<file path="src/rtl/sprite_blitter_gen_pkg.sv">
// Shared definitions for the sprite/clear blitter: op codes, FSM encodings, row-count helper.
package sprite_blitter_gen_pkg;

  localparam logic BLIT_OP_SPRITE = 1'b0;
  localparam logic BLIT_OP_CLEAR  = 1'b1;

  localparam logic [3:0] ST_IDLE     = 4'd0;
  localparam logic [3:0] ST_FETCH_HI = 4'd1;
  localparam logic [3:0] ST_FETCH_LO = 4'd2;
  localparam logic [3:0] ST_RD0      = 4'd3;
  localparam logic [3:0] ST_RD1      = 4'd4;
  localparam logic [3:0] ST_WR0      = 4'd5;
  localparam logic [3:0] ST_WR1      = 4'd6;
  localparam logic [3:0] ST_CLR      = 4'd7;
  localparam logic [3:0] ST_DONE     = 4'd8;

  // height 0 selects the 16x16 sprite
  function automatic logic [4:0] sprite_rows(input logic [3:0] h);
    return (h == 4'd0) ? 5'd16 : {1'b0, h};
  endfunction

endpackage

</file>
<file path="src/rtl/sprite_row_shifter.sv">
// Aligns one sprite row pattern onto a two-word framebuffer span; purely combinational.
module sprite_row_shifter #(
  parameter  int WORD_W = 16,
  localparam int OFF_W  = $clog2(WORD_W)
) (
  input  logic [15:0]       pattern,
  input  logic              wide,
  input  logic [OFF_W-1:0]  x_off,
  input  logic              clip,
  input  logic              last_word,
  output logic [WORD_W-1:0] mask0,
  output logic [WORD_W-1:0] mask1,
  output logic              need_word1
);

  logic [2*WORD_W-1:0] field;
  logic [OFF_W:0]      span;
  logic                drop1;

  always_comb begin
    field = '0;
    if (wide) field[2*WORD_W-1 -: 16] = pattern;
    else      field[2*WORD_W-1 -: 8]  = pattern[7:0];
    field = field >> x_off;
    drop1 = clip && last_word;
    span = {1'b0, x_off} + (wide ? (OFF_W+1)'(16) : (OFF_W+1)'(8));
    need_word1 = (span > (OFF_W+1)'(WORD_W)) && !drop1;
    mask0 = field[2*WORD_W-1:WORD_W];
    mask1 = drop1 ? '0 : field[WORD_W-1:0];
  end

endmodule

</file>
<file path="src/rtl/sprite_blitter_gen.sv">
// Sprite XOR-draw / full-screen clear engine on a word-organised monochrome framebuffer port.
module sprite_blitter_gen
  import sprite_blitter_gen_pkg::*;
#(
  parameter  int WORD_W     = 16,
  parameter  int SCREEN_W   = 128,
  parameter  int SCREEN_H   = 64,
  parameter  int CPU_ADDR_W = 12,
  localparam int WPR        = SCREEN_W / WORD_W,
  localparam int FB_WORDS   = WPR * SCREEN_H,
  localparam int X_W        = $clog2(SCREEN_W),
  localparam int Y_W        = $clog2(SCREEN_H),
  localparam int FB_ADDR_W  = $clog2(FB_WORDS)
) (
  input  logic                  clk,
  input  logic                  rst_n,
  input  logic                  start,
  input  logic                  op,
  input  logic [CPU_ADDR_W-1:0] src,
  input  logic [3:0]            height,
  input  logic [X_W-1:0]        dest_x,
  input  logic [Y_W-1:0]        dest_y,
  input  logic                  clip,
  output logic                  ready,
  output logic                  collision,
  output logic [FB_ADDR_W-1:0]  fb_addr,
  output logic [WORD_W-1:0]     fb_wdata,
  input  logic [WORD_W-1:0]     fb_rdata,
  output logic                  fb_en,
  output logic                  fb_we,
  output logic [CPU_ADDR_W-1:0] mem_addr,
  input  logic [7:0]            mem_rdata
);

  localparam int OFF_W = $clog2(WORD_W);
  localparam int XW_W  = X_W - OFF_W;

  logic [3:0]            state_q, state_d;
  logic                  wide_q, wide_d, clip_q, clip_d, coll_q, coll_d;
  logic [X_W-1:0]        x_q, x_d;
  logic [Y_W-1:0]        y_q, y_d;
  logic [4:0]            nrows_q, nrows_d, row_q, row_d;
  logic [CPU_ADDR_W-1:0] ptr_q, ptr_d;
  logic [15:0]           pat_q, pat_d;
  logic [WORD_W-1:0]     word0_q, word0_d, word1_q, word1_d;
  logic [FB_ADDR_W-1:0]  clr_q, clr_d;

  logic [XW_W-1:0]      xw, word1_idx;
  logic                 last_word, need1, more;
  logic [Y_W-1:0]       row_y;
  logic [FB_ADDR_W-1:0] row_base, addr0, addr1;
  logic [WORD_W-1:0]    mask0, mask1;
  logic [4:0]           next_row;
  logic [Y_W+5:0]       ysum;

  assign xw        = x_q[X_W-1:OFF_W];
  assign last_word = (xw == XW_W'(WPR - 1));
  assign word1_idx = last_word ? '0 : xw + XW_W'(1);
  assign row_y     = y_q + Y_W'(row_q);
  assign row_base  = FB_ADDR_W'(row_y) * FB_ADDR_W'(WPR);
  assign addr0     = row_base + FB_ADDR_W'(xw);
  assign addr1     = row_base + FB_ADDR_W'(word1_idx);
  assign next_row  = row_q + 5'd1;
  // Rows below the screen in clip mode are never fetched, so the row loop simply ends there.
  assign ysum      = (Y_W+6)'(y_q) + (Y_W+6)'(next_row);
  assign more      = (next_row < nrows_q) && !(clip_q && (ysum >= (Y_W+6)'(SCREEN_H)));
  assign collision = coll_q;

  sprite_row_shifter #(.WORD_W(WORD_W)) u_shifter (
    .pattern    (pat_q),
    .wide       (wide_q),
    .x_off      (x_q[OFF_W-1:0]),
    .clip       (clip_q),
    .last_word  (last_word),
    .mask0      (mask0),
    .mask1      (mask1),
    .need_word1 (need1)
  );

  always_comb begin
    state_d = state_q;
    wide_d  = wide_q;
    clip_d  = clip_q;
    coll_d  = coll_q;
    x_d     = x_q;
    y_d     = y_q;
    nrows_d = nrows_q;
    row_d   = row_q;
    ptr_d   = ptr_q;
    pat_d   = pat_q;
    word0_d = word0_q;
    word1_d = word1_q;
    clr_d   = clr_q;
    case (state_q)
      ST_IDLE: if (start) begin
        wide_d  = (height == 4'd0);
        clip_d  = clip;
        x_d     = dest_x;
        y_d     = dest_y;
        nrows_d = sprite_rows(height);
        row_d   = '0;
        ptr_d   = src;
        coll_d  = 1'b0;
        clr_d   = '0;
        state_d = (op == BLIT_OP_CLEAR) ? ST_CLR : ST_FETCH_HI;
      end
      ST_FETCH_HI: begin
        ptr_d   = ptr_q + CPU_ADDR_W'(1);
        state_d = wide_q ? ST_FETCH_LO : ST_RD0;
      end
      ST_FETCH_LO: begin
        ptr_d       = ptr_q + CPU_ADDR_W'(1);
        pat_d[15:8] = mem_rdata;
        state_d     = ST_RD0;
      end
      ST_RD0: begin
        pat_d[7:0] = mem_rdata;
        state_d    = ST_RD1;
      end
      ST_RD1: begin
        word0_d = fb_rdata;
        state_d = ST_WR0;
      end
      ST_WR0: begin
        word1_d = fb_rdata;
        coll_d  = coll_q | (|(word0_q & mask0));
        state_d = ST_WR1;
      end
      ST_WR1: begin
        if (need1) coll_d = coll_q | (|(word1_q & mask1));
        row_d   = next_row;
        state_d = more ? ST_FETCH_HI : ST_DONE;
      end
      ST_CLR: begin
        clr_d = clr_q + FB_ADDR_W'(1);
        if (clr_q == FB_ADDR_W'(FB_WORDS - 1)) state_d = ST_DONE;
      end
      ST_DONE: state_d = ST_IDLE;
      default: state_d = ST_IDLE;
    endcase
  end

  always_comb begin
    ready    = (state_q == ST_IDLE);
    fb_en    = 1'b0;
    fb_we    = 1'b0;
    fb_addr  = '0;
    fb_wdata = '0;
    mem_addr = '0;
    case (state_q)
      ST_FETCH_HI, ST_FETCH_LO: mem_addr = ptr_q;
      ST_RD0: begin
        fb_en   = 1'b1;
        fb_addr = addr0;
      end
      ST_RD1: begin
        fb_en   = need1;
        fb_addr = addr1;
      end
      ST_WR0: begin
        fb_en    = 1'b1;
        fb_we    = 1'b1;
        fb_addr  = addr0;
        fb_wdata = word0_q ^ mask0;
      end
      ST_WR1: begin
        fb_en    = need1;
        fb_we    = need1;
        fb_addr  = addr1;
        fb_wdata = word1_q ^ mask1;
      end
      ST_CLR: begin
        fb_en   = 1'b1;
        fb_we   = 1'b1;
        fb_addr = clr_q;
      end
      default: ;
    endcase
  end

  always_ff @(posedge clk or negedge rst_n) begin
    if (!rst_n) begin
      state_q <= ST_IDLE;
      wide_q  <= 1'b0;
      clip_q  <= 1'b0;
      coll_q  <= 1'b0;
      x_q     <= '0;
      y_q     <= '0;
      nrows_q <= '0;
      row_q   <= '0;
      ptr_q   <= '0;
      pat_q   <= '0;
      word0_q <= '0;
      word1_q <= '0;
      clr_q   <= '0;
    end else begin
      state_q <= state_d;
      wide_q  <= wide_d;
      clip_q  <= clip_d;
      coll_q  <= coll_d;
      x_q     <= x_d;
      y_q     <= y_d;
      nrows_q <= nrows_d;
      row_q   <= row_d;
      ptr_q   <= ptr_d;
      pat_q   <= pat_d;
      word0_q <= word0_d;
      word1_q <= word1_d;
      clr_q   <= clr_d;
    end
  end

endmodule

</file>
<file path="config.mk">
export PLATFORM = sky130hd
export DESIGN_NAME = sprite_blitter_gen
export DESIGN_NICKNAME = d
export VERILOG_FILES = /design/src/rtl/sprite_blitter_gen_pkg.sv /design/src/rtl/sprite_row_shifter.sv /design/src/rtl/sprite_blitter_gen.sv
export SDC_FILE = /design/constraint.sdc
export NUM_CORES = 1
export LEC_CHECK = 0
export ABC_AREA = 1
export CAP_MARGIN = 0
export CORE_UTILIZATION = 47
export CTS_BUF_LIST = sky130_fd_sc_hd__clkbuf_4
export DETAILED_ROUTE_END_ITERATION = 16
export PLACE_DENSITY_LB_ADDON = 0.12
export RECOVER_POWER = 100
export SLEW_MARGIN = 20
export SYNTH_ARGS = -nofsm -noshare
export SYNTH_HDL_FRONTEND = slang
export SYNTH_SLANG_ARGS = --single-unit
</file>
<file path="constraint.sdc">
create_clock -name clk -period 2.04 [get_ports clk]
set_clock_uncertainty 0.2 [all_clocks]
set_input_delay 0.306 -clock clk [delete_from_list [all_inputs] [get_ports clk]]
set_output_delay 0.306 -clock clk [all_outputs]
set_load 0.01 [all_outputs]
</file>
# After elaboration in Yosys (flattened, before gate mapping)
# Cells that the tools add are included.
[totals]
ff_bits = 99
[op_classes]
shifts = 1
reduce_logical = 25
n_eq_ne = 12
n_bitwise = 6
magnitude_cmp = 3
n_mux = 26
add_sub_neg = 9
[ops]
columns = ["op", "n"]
rows = [
  ["AND 16 bit", 2],
  ["case mux 16 bit (2 select lines)", 1],
  ["case mux 4 bit (8 select lines)", 1],
  ["OR reduction 16 bit", 2],
  [">> shifter 32 x 4 -> 32 bit", 1],
  ["bitwise XOR 16 bit", 2],
  ["case mux 9 bit (3 select lines)", 1],
  ["two-way mux 12 bit", 2],
  ["case mux 12 bit (2 select lines)", 1],
  ["adder 9 x 3 -> 9 bit", 2],
  ["case mux 9 bit (2 select lines)", 1],
  ["equality test 4 x 3 -> 1 bit, second input constant", 4],
  ["two-way mux 16 bit", 1],
  ["two-way mux 8 bit", 2],
  ["two-way mux 5 bit", 3],
  ["adder 12 x 1 -> 12 bit, second input constant", 1],
  ["two-way mux 4 bit", 3],
  ["case mux 5 bit (2 select lines)", 1],
  ["AND reduction 2 bit", 5],
  ["adder 9 x 1 -> 9 bit, second input constant", 1],
  ["equality test 9 bit, second input constant", 1],
  ["two-way mux 9 bit", 1],
  ["equality test 4 x 2 -> 1 bit, second input constant", 2],
  ["zero test 4 bit", 2],
  ["other kinds (23)", 39],
]

# Longest topological paths before layout
# Gate-level depths: netlist of the first run.
[depth]
ltp_word = 8
depth_mapped = 15
ltp_nobuf = 14

# By module
# Synthesis of the first run repeated with hierarchy kept, for this count alone.
[unflattened]
cells_unflattened = 918
hier_area_um2 = 6731.5
[modules_own_cells]
columns = ["module", "instances", "seq_area_each_um2", "cells_per_inst", "area_each_um2"]
rows = [
  ["sprite_blitter_gen", 1, 2452.4, 689, 5609.1],
  ["sprite_row_shifter", 1, 0.0, 229, 1122.3],
]

# Worst setup path before layout of the first run
# Ideal clock, no wire load.
[synth_path]
path_type = "reg2out"
start = "reg x_q[0]"
end = "out fb_wdata[4]"
path_stages_with_launch = 11
path_slack_ns = -0.249
arrival_ns = 1.783
path_buffers = 2
cell_sequence = "dfrtp_1 > buf_2 > clkinv_1 > buf_2 > nand3_1 > nand3_1 > nand3_1 > nand2_1 > o21ai_0 > ha_1 > a22o_1"
[synth_between]
elab_chain_len = 4
word_cells_on_any_way = 5
cone_classes = "shift (1); mux (2); bitwise (2)"
[synth_rtl]
columns = ["item", "line", "text"]
rows = [
  ["start, declared", "sprite_blitter_gen.sv:40", "logic [X_W-1:0] x_q, x_d;"],
  ["start signal, assigned", "sprite_blitter_gen.sv:187", "x_q <= '0;"],
  ["start signal, assigned", "sprite_blitter_gen.sv:201", "x_q <= x_d;"],
  [">> shifter 32 x 4 -> 32 bit (*)", "sprite_row_shifter.sv:24", "field = field >> x_off;"],
  ["two-way mux 16 bit", "sprite_row_shifter.sv:29", "mask1 = drop1 ? '0 : field[WORD_W-1:0];"],
  ["bitwise XOR 16 bit", "sprite_blitter_gen.sv:170", "fb_wdata = word1_q ^ mask1;"],
  ["case mux 16 bit (2 select lines) (*)", "sprite_blitter_gen.sv:150", "case (state_q)"],
  ["end, declared", "sprite_blitter_gen.sv:27", "output logic [WORD_W-1:0] fb_wdata,"],
]
# Every way passes the cells marked *; elsewhere a longest branch is shown, timed or not.

# Final worst setup path of the first run
[layout_path]
start = "reg wide_q"
end = "out fb_wdata[1]"
[layout_between]
elab_chain_len = 5
word_cells_on_any_way = 7
cone_classes = "shift (1); mux (4); bitwise (2)"
[layout_rtl]
columns = ["item", "line", "text"]
rows = [
  ["start, declared", "sprite_blitter_gen.sv:39", "logic wide_q, wide_d, clip_q, clip_d, coll_q, coll_d;"],
  ["start signal, assigned", "sprite_blitter_gen.sv:198", "wide_q <= wide_d;"],
  ["two-way mux 8 bit", "sprite_row_shifter.sv:22", "if (wide) field[2*WORD_W-1 -: 16] = pattern;"],
  [">> shifter 32 x 4 -> 32 bit (*)", "sprite_row_shifter.sv:24", ""],
  ["two-way mux 16 bit", "sprite_row_shifter.sv:29", ""],
  ["bitwise XOR 16 bit", "sprite_blitter_gen.sv:170", ""],
  ["case mux 16 bit (2 select lines) (*)", "sprite_blitter_gen.sv:150", ""],
]
# Marks and branches as above.

==> metrics.yaml, run 1 <==
status: "finished, violations left"
start_util: 0.491
period_minus_slack_ns: 3.07
irDropWorstVdd_v: 0.00108
avgRoutedWirePerCell_um: 17.1
fin_crit_sh: 1.50
grt_pass1_vias: 7220
r2r_cells: 15
clk_pin_slew_worst_paths_ns: 0.17
min_from: "dest_y[3]"
failed_checks: "negative setup slack"
endpoint_kind: "primary output"
rows: 42
firstDrtPassIters: 5
cts_tree: "yes"
cts_made_buffers: 9
final.fill_count: 977
gp_congestion: 0.918
fp.dieH_um: 121
synth.top_cell.area_share: 0.371
regToRegSetupSlack_ns: -0.57
antenna_found_initial: 1
cts_sinks: 98
synth_warnings: 0
hold_viol_final: 0
grt_pass1_wl_um: 34300
vias: 7314
synth_area_leaders: "dfrtp_1 (37%), nand2_1 (14%), ha_1 (9.7%)"
fin_nets: 1236
fin_ws_ns: -1.03
portBuffers: 98
synthFlopType: "dfrtp_1"
htreeDepth: 3
syn-num-nets: 1008
worst_ep_arrival_time_ns: 2.56
dieArea_um2: 14500
synth_seq_area_share: 0.371
worstReg2RegStart: "wide_q$_DFFE_PN0P_"
synthToLayoutAreaGrowth_pct: 55.6
grt_usage: 0.300
design.core.area_um2: 13500
ant_nets: 0
synth_edf_count: 0
final-setup-viol-count: 66
grt_overflow_total: 0
synthDistinctLibCells: 43
die-width_um: 121
drv_cap: 0
drive_above_1_share: 0.392
r2r-end: "collision$_DFFE_PN0P_"
hold_path_end: "y_q[3]$_DFFE_PN0P_"
antenna_cells: 0
p_per_area_nw_per_um2: 1810
final_area_um2: 10300
holdCritPathClass: "input pin to flip-flop"
tightest_slew_ns: 0.762
cts_root_buffer: "clkbuf_4"
grt_max_degree: 34
yosys.area.top_type: "dfrtp_1"
leakagePower_nw: 5.09
dp_hpwl_um: 14400
async_reset_ff_frac: 1.00
hold_depth: 3
drcViolationCount: 0
netlist_instances: 897
drt_iter0_markers: 506
clock_latency_ns: 0.51
cp-start-kind: "flip-flop"
slew_viol_final: 0
rsz0062_at_grt: "yes"
synth.cell_area_um2: 6610
place_area_um2: 8620
io_pins: 99
path_class: "flip-flop to primary output"
drt-total-wl_um: 22300
slew_headroom: 0.492
synth.avg_cell_area_um2: 7.37
ys_ff_latch: 98
p_total_w: 0.0186
fmax_mhz: 326
cts_buffer_depth: 2
crit_fanout: 5
worstPathRequired_ns: 1.53
viasPerCell: 5.60
==> layout by cell type (no fill, tap or decap), drive strengths merged <==
cell type      Yosys  routed
o221ai             1       1
nor3b              1       1
nor4               5       5
a22o              16      16
xnor2              4       4
a31oi              1       1
o21a               1       1
o21ai             94      94
o21bai             2       2
ha                51      51
nor2              65      65
o22ai             11      11
nand3b             2       2
nand2            256     256
dlygate4sd3        0       1
clkbuf            16      19
bufinv             0       2
clkinvlp           0       4
and2               1       1
a21oi             26      26
or2                3       3
nor3               5       5
nand3            107     107
clkdlybuf4s50      0      57
xor2               4       4
fa                 2       2
o211ai             5       5
clkinv             2       6
inv               84      84
nand4              8       8
a22oi              4       4
dfrtp             98      98
buf               22     184
==> worst max-delay path by stage <==
stage / endpoint / startpoint / cells past startpoint
global route: fb_wdata[4] / wide_q$_DFFE_PN0P_ / 12
detailed placement: fb_wdata[2] / wide_q$_DFFE_PN0P_ / 13
floorplan: fb_wdata[1] / x_q[4]$_DFFE_PN0P_ / 7
global placement: fb_wdata[2] / wide_q$_DFFE_PN0P_ / 13
CTS: fb_wdata[2] / wide_q$_DFFE_PN0P_ / 12
finish: fb_wdata[1] / wide_q$_DFFE_PN0P_ / 10
==> state kept, by name, indices dropped and copies added, names as in the netlist <==
| signal | cells |
|---|---|
| clr_q | 9 |
| state_q | 4 |
| nrows_q | 4 |
| x_q | 7 |
| word1_q | 16 |
| row_q | 5 |
| collision | 1 |
| y_q | 6 |
| word0_q | 16 |
| ptr_q | 12 |
| wide_q | 1 |
| clip_q | 1 |
| pat_q | 16 |
==> metrics by stage <==
stage	setup WS [ns]	instances	util	setup TNS, ns	hold WS (ns)
finish	-1.03	1306	0.764	-29.64	0.115
global route	-1.16	1306	0.764	-39.74	0.119
CTS	-0.992	1292	0.719	-25.97	0.0428
detailed placement	-0.774	1241	0.640	-17.00	0.0646
global placement	-0.753	1241	0.640	-16.55	0.0639
floorplan	-0.0710	897	-	-0.693	-0.190
==> report_power, final <==
group / switching [W] / internal (W)
clock network: 0.000753 / 0.000505
registers: 0.000938 / 0.00284
logic: 0.00734 / 0.00623
==> metal layers <==
metal,vias up,GRT usage,part of all wire
li1,3452,-,-
met1,3499,0.358,0.39
met2,287,0.540,0.52
met3,76,0.0505,0.051
met4,0,0.110,0.036
met5,-,0,0
==> synthesized netlist by cell type, types with 2 or more instances <==
cell,count
clkinv_1,2
nor2_1,58
nor2_2,2
buf_6,2
nor2_4,4
o22ai_1,11
o21ai_0,93
nand2_1,250
nand2_2,4
nor3_1,5
nor4_1,5
xnor2_1,4
clkbuf_1,16
inv_2,6
o211ai_1,5
fa_1,2
buf_1,4
a21oi_1,25
xor2_1,4
buf_2,14
o21bai_1,2
or2_2,2
a22o_1,16
nand3_1,107
a22oi_1,4
ha_1,51
inv_1,77
nand4_1,8
nand2_4,2
nand3b_1,2
dfrtp_1,98
==> timing repair <==
action / 4_1_cts / 5_1_grt
pin swaps: 69 / 68
gates resized for setup: 337 / 158
hold endpoints to repair: 98 / 0
setup buffers: 34 / 20
hold buffers: 1 / 0
cloned: 4 / 2
endpoints found under the setup margin: 43 / 83
==> critical path: stages, from the launching register on <==
cell	delay, ns
dfrtp_2	0.53
clkinvlp_4	0.21
nand2_2	0.10
nand3_1	0.11
nand3_2	0.12
nand3_1	0.10
nand3_1	0.13
nand2_1	0.08
ha_1	0.28
a22o_1	0.25
buf_2	0.15
==> cell type report <==
class | instances | area [µm²] | area share
timing repair inverter | 3 | 22.5 | 0.00219
clock buffer | 9 | 67.6 | 0.00657
timing repair buffer | 252 | 2300 | 0.223
tap | 176 | 220 | 0.0214
inverter | 86 | 364 | 0.0354
multi-input combinational | 675 | 4750 | 0.462
sequential | 98 | 2450 | 0.239
clock inverter | 7 | 103 | 0.00998
==> cell families (layout without fill, tap and decap cells) <==
group,count (synthesis),after routing,synth area share
compound gates,161,161,0.140
xor+xnor,8,8,0.0106
fa+ha+maj,53,53,0.103
buf+inv,124,357,0.0780
flops,98,98,0.371
simple gates,453,453,0.298
Note: power is estimated with default switching activity, not from simulation.
==> inputs of run 2 (changes only) <==
--- a/config.mk
+++ b/config.mk
@@ -6,7 +6,7 @@
 export NUM_CORES = 1
 export LEC_CHECK = 0
 export ABC_AREA = 1
-export CAP_MARGIN = 0
+export CAP_MARGIN = 20
 export CORE_UTILIZATION = 47
 export CTS_BUF_LIST = sky130_fd_sc_hd__clkbuf_4
 export DETAILED_ROUTE_END_ITERATION = 16
==> constraint.sdc (replaced) <==
create_clock -name clk -period 3.35 [get_ports clk]
set_clock_uncertainty 0.2 [all_clocks]
set_input_delay 0.335 -clock clk [delete_from_list [all_inputs] [get_ports clk]]
set_output_delay 0.335 -clock clk [all_outputs]
set_load 0.01 [all_outputs]
==> metrics.yaml, run 2 (synthesis gave the netlist of run 1 again) <==
status: "finished, violations left"
failed_checks: "max-capacitance violations, max-slew violations"
grt_use_met3: 0.0557  # +0.00519
min_from: "dest_y[0]"
grt_overflow_total: 0  # unchanged
start_util: 0.491  # unchanged
synthToLayoutAreaGrowth_pct: 22.7
grt.met2_usage: 0.420  # -0.120
avgRoutedWirePerCell_um: 14.7  # -14%
clock_latency_ns: 0.50  # about the same
die-width_um: 121  # unchanged
drt_iter0_markers: 427  # -16%
endpoint_kind: "primary output"
rows: 42  # unchanged
leakagePower_nw: 4.25  # -17%
cts_made_buffers: 9  # unchanged
fin_crit_sh: 0.982
vias: 6314  # -14%
portBuffers: 98  # unchanged
slew_viol_final: 99  # +99
drv_cap: 1  # +1
crit_path_cell_trace: "clkinvlp_4, nand2_2, nand3_1, nand3_2, nand2_1, nand2_1, nand2_1, nand2_1, o21ai_1, ha_1, a22o_1, dlygate4sd2_1"
grt_pass1_vias: 5823  # -19%
layout_commonest_cell: "nand2_1"
drive_above_1_share: 0.0859  # -0.306
cp-start-kind: "flip-flop"
htreeDepth: 3  # unchanged
worst-path-buf-inv: 2  # unchanged
grt_pass1_wl_um: 28500  # -17%
clk_pin_slew_worst_paths_ns: 0.16  # about the same
path_delay_family: "simple AND/OR/NAND/NOR gates"
final.fill_count: 1314  # +34%
top_usage_layer: "met2"
cp_slowest_stage_delay_ns: 0.52  # about the same
worstPathRequired_ns: 2.81  # +1.28 ns
layout_common_cells: "nand2_1 (246), nand3_1 (99), dfrtp_1 (96), o21ai_0 (87), clkdlybuf4s50_1 (78)"
cp-startpoint: "wide_q$_DFFE_PN0P_"
ant_nets: 0  # unchanged
fin_ws_ns: 0.0589  # +1.09 ns
cts_buffer_depth: 2  # unchanged
cts_root_buffer: "clkbuf_4"
fmax_mhz: 304
path_class: "flip-flop to primary output"
holdCritPathClass: "input pin to flip-flop"
p_per_area_nw_per_um2: 995  # -45%
pre_cts_slack_ns: 0.248  # +1.02 ns
tightest_slew_ns: 2.19  # +1.43 ns
worst_path_max_delay_cell: "dfrtp_2"
cts_tree: "yes"
io_pins: 99  # unchanged
crit_fanout: 5  # unchanged
final_cell_count_no_fill: 1178  # -9.8%
antenna_found_initial: 1  # unchanged
firstDrtPassIters: 5  # unchanged
period_minus_slack_ns: 3.29
viasPerCell: 5.36  # -4.3%
final-setup-viol-count: 0  # -100%
grtUsageMet1: 0.327  # -0.0312
worstReg2RegStart: "wide_q$_DFFE_PN0P_"
cts_sinks: 98  # unchanged
drt-total-wl_um: 17300  # -23%
top_regs: "pat_q (16), word0_q (16), word1_q (16)"
grt_usage: 0.250  # -0.0503
gp_congestion: 0.914  # -0.40%
fin_nets: 1107  # -10%
rsz0062_at_grt: "yes"
grt_max_degree: 99  # +190%
drcViolationCount: 0  # unchanged
irDropWorstVdd_v: 0.000469  # -57%
fp.dieH_um: 121  # unchanged
worst_ep_arrival_time_ns: 2.76  # +0.20 ns
crit_path_frequent_cell: "nand2_1"
slew_headroom: -0.462  # -0.954
hold_viol_final: 0  # unchanged
dieArea_um2: 14500  # unchanged
design.core.area_um2: 13500  # unchanged
dp.cells: 1150  # -7.3%
dp_hpwl_um: 12600  # -12%
## run 2: cell count changes in the layout (fill, tap and decap cells not counted), moves of 14 or more
cell | before | now
buf_2 | 29 | 1
buf_4 | 91 | 17
buf_6 | 52 | 0
clkdlybuf4s50_1 | 57 | 78
nand2_1 | 194 | 246
nand2_2 | 36 | 7
nand2_4 | 25 | 3
nand3_1 | 40 | 99
nand3_2 | 59 | 8
nor2_1 | 43 | 58
o21ai_0 | 73 | 87
## run 2: final timing paths
check,to,slack [ns],cells past startpoint
hold reg to reg,nrows_q[0]$_DFFE_PN0P_,0.31,2
min in group asynchronous,pat_q[2]$_DFFE_PN0P_,0.94,3
setup reg to reg,collision$_DFFE_PN0P_,0.55,13
max in group asynchronous,x_q[3]$_DFFE_PN0P_,0.59,3
setup / recovery,fb_wdata[3],0.06,12
hold / removal,y_q[0]$_DFFE_PN0P_,0.17,3
## run 2: cell type report
class	count	area [µm²]	share of cell area
tap	176	220	0.0272
timing repair buffer	125	1230	0.152
timing repair inverter	1	7.51	0.000926
antenna	1	2.50	0.000309
sequential	98	2450	0.303
multi-input combinational	675	3710	0.458
inverter	86	338	0.0417
clock buffer	11	82.6	0.0102
clock inverter	5	55.1	0.00679
## run 2: timing repair
| action | in CTS | in global routing |
|---|---|---|
| setup endpoints to repair | 18 | 16 |
| endpoints found under the hold margin | 98 | 0 |
| cloned | 1 | 1 |
| hold buffers | 1 | 0 |
| pin swaps | 0 | 1 |
| setup buffers | 3 | 5 |
| resized for setup | 23 | 34 |
## run 2: tightest hold or removal path: cells and delay by family
kind	cells	cell delay, ns
buffers and inverters	1	0.39
AND/OR/NAND/NOR	2	0.10
## run 2: routing by layer
layer | vias to the layer above | part of all wire
met5 | - | 0
met4 | 0 | 0.013
met3 | 20 | 0.054
met2 | 173 | 0.49
met1 | 2940 | 0.45
li1 | 3181 | -
## run 2: stage by stage
step	hold WS [ns]	total power [W]	utilization	instance area, µm²	setup TNS, ns
5_1_grt	0.138	0.00889	0.603	8110	-0.303
3_3_place_gp	0.238	0.00713	0.577	7760	0
6_report	0.166	0.00806	0.603	8110	0
3_5_place_dp	0.248	0.00719	0.577	7760	0
2_1_floorplan	-0.161	0.00560	-	6610	0
4_1_cts	0.131	0.00796	0.594	7990	-0.109
## run 2: power breakdown
group | switching, W | leakage (nW) | internal (W) | total [W]
Sequential | 0.000512 | 1.21 | 0.00173 | 0.00225
Combinational | 0.00306 | 2.96 | 0.00210 | 0.00516
Clock | 0.000412 | 0.0745 | 0.000242 | 0.000654
==> inputs of run 3 (changes only) <==
==> constraint.sdc (replaced) <==
create_clock -name clk -period 2.65 [get_ports clk]
set_clock_uncertainty 0.2 [all_clocks]
set_input_delay 0.265 -clock clk [delete_from_list [all_inputs] [get_ports clk]]
set_output_delay 0.265 -clock clk [all_outputs]
set_load 0.01 [all_outputs]
==> metrics.yaml, run 3 (synthesis gave the netlist of run 1 again) <==
htreeDepth: 3  # unchanged
cp-start-kind: "flip-flop"
io_pins: 99  # unchanged
worstPathRequired_ns: 2.18  # -0.63 ns
top_usage_layer: "met2"
cts_root_buffer: "clkbuf_4"
avgRoutedWirePerCell_um: 15.6  # +6.7%
antenna_found_initial: 1  # unchanged
cts_buffer_depth: 2  # unchanged
cts_tree: "yes"
final-setup-viol-count: 45  # +45
die-width_um: 121  # unchanged
viasPerCell: 5.46  # +1.8%
cp_slowest_stage_delay_ns: 0.54  # +0.02 ns
top_regs: "pat_q (16), word0_q (16), word1_q (16)"
endpoint_kind: "primary output"
drcViolationCount: 0  # unchanged
r2r_cells: 8  # -5
cts_made_buffers: 9  # unchanged
holdWs_ns: 0.105  # -0.0610 ns
path_delay_family: "flip-flops"
worst-path-buf-inv: 3  # +1
grt_pass1_wl_um: 31100  # +9.3%
hold_path_end: "y_q[5]$_DFFE_PN0P_"
grt_use_met3: 0.0524  # -0.00330
rsz0062_at_grt: "yes"
fmax_mhz: 328
crit_fanout: 6  # +1
vias: 6641  # +5.2%
min_from: "dest_y[5]"
path_class: "flip-flop to primary output"
grt_overflow_total: 0  # unchanged
irDropWorstVdd_v: 0.000715  # +53%
cts_sinks: 98  # unchanged
synthToLayoutAreaGrowth_pct: 34.5
leakagePower_nw: 4.56  # +7.2%
regToRegSetupSlack_ns: -0.08  # -0.63 ns
r2r-end: "clr_q[7]$_DFFE_PN0P_"
grt_usage: 0.272  # +0.0214
worstReg2RegStart: "state_q[3]$_DFFE_PN0P_"
rows: 42  # unchanged
drt_iter0_markers: 559  # +31%
grt_pass1_vias: 6490  # +11%
grtUsageMet1: 0.343  # +0.0158
grt.met2_usage: 0.468  # +0.0485
gp_congestion: 0.877  # -4.1%
clock_latency_ns: 0.49  # about the same
p_per_area_nw_per_um2: 1300  # +31%
layout_common_cells: "nand2_1 (217), dfrtp_1 (92), o21ai_0 (85), inv_1 (77), nand3_2 (62)"
period_minus_slack_ns: 3.05
failed_checks: "negative setup slack"
worst_path_max_delay_cell: "dfrtp_2"
pre_cts_slack_ns: -0.216  # -0.464 ns
firstDrtPassIters: 5  # unchanged
layout_commonest_cell: "nand2_1"
crit_path_cell_trace: "clkinvlp_4, nand2_2, nand3_2, nand3_2, o211ai_1, buf_4, nand2_2, nor2_2, ha_1, a22o_1, buf_2"
fin_crit_sh: 1.15
design.core.area_um2: 13500  # unchanged
status: "finished, violations left"
drt-total-wl_um: 19000  # +10%
dp_hpwl_um: 13300  # +5.5%
dieArea_um2: 14500  # unchanged
start_util: 0.491  # unchanged
ant_nets: 0  # unchanged
drv_cap: 0  # -1
grt_max_degree: 46  # -54%
hold_depth: 3  # unchanged
clk_pin_slew_worst_paths_ns: 0.14  # -0.02 ns
portBuffers: 98  # unchanged
worst_ep_arrival_time_ns: 2.58  # -0.18 ns
hold_viol_final: 0  # unchanged
fp.dieH_um: 121  # unchanged
fin_ws_ns: -0.399  # -0.458 ns
slew_headroom: 0.00306  # +0.465
drive_above_1_share: 0.244  # +0.158
fin_nets: 1147  # +3.6%
slew_viol_final: 0  # -100%
tightest_slew_ns: 1.50  # -0.698 ns
holdCritPathClass: "input pin to flip-flop"
## run 3: worst register-to-register path: cells and delay by family, from the launching register on
family                 cells  cell delay, ns
AND/OR/NAND/NOR            4            1.09
buffers and inverters      3            0.73
flip-flops                 1            0.46
AO/OA/AOI/OAI              1            0.15
## run 3: per-stage QoR
stage / instances / util / setup TNS [ns] / instance area [µm²] / power, W
after global routing: 1217 / 0.661 / -20.74 / 8890 / 0.0126
final: 1217 / 0.661 / -8.41 / 8890 / 0.0116
after CTS: 1211 / 0.638 / -4.76 / 8590 / 0.0110
after global placement: 1181 / 0.597 / -1.54 / 8030 / 0.00937
after detailed placement: 1181 / 0.597 / -1.87 / 8030 / 0.00949
after floorplan: 897 / - / 0 / 6610 / 0.00708
## run 3: how the worst max path moves through the flow
stage                             from            to  cells after the start
finish              wide_q$_DFFE_PN0P_   fb_wdata[9]                     11
global route        wide_q$_DFFE_PN0P_  fb_wdata[13]                     10
CTS                 wide_q$_DFFE_PN0P_   fb_wdata[3]                     12
detailed placement  wide_q$_DFFE_PN0P_   fb_wdata[3]                     10
global placement    wide_q$_DFFE_PN0P_   fb_wdata[5]                     10
floorplan           x_q[0]$_DFFE_PN0P_   fb_wdata[4]                     10
## run 3: metal layers
layer	vias to the layer above	share of wire	wire [µm]
li1	3274	-	-
met1	3100	0.43	8190
met2	218	0.49	9410
met3	49	0.051	974
met4	0	0.024	453
met5	-	0	0
## run 3: where the power goes
part           internal (W)  leakage (nW)  total (W)  switching, W
registers           0.00220          1.21    0.00285      0.000649
clock network      0.000467        0.0894   0.000976      0.000509
logic               0.00316          3.26    0.00775       0.00459
## run 3: area by class of cell
| type | count | area [µm²] |
|---|---|---|
| antenna | 1 | 2.50 |
| clock buffer | 9 | 67.6 |
| clock inverter | 6 | 106 |
| fill | 1193 | 4560 |
| inverter | 86 | 329 |
| multi-input combinational | 675 | 4230 |
| sequential | 98 | 2460 |
| tap | 176 | 220 |
| timing repair buffer | 165 | 1470 |
| timing repair inverter | 1 | 7.51 |
## run 3: what timing repair did
item	CTS	global route
resized for setup	144	113
setup endpoints to repair	39	30
pin swaps	21	42
hold endpoints to repair	98	0
hold buffers	1	0
cloned	1	2
buffers inserted	13	3
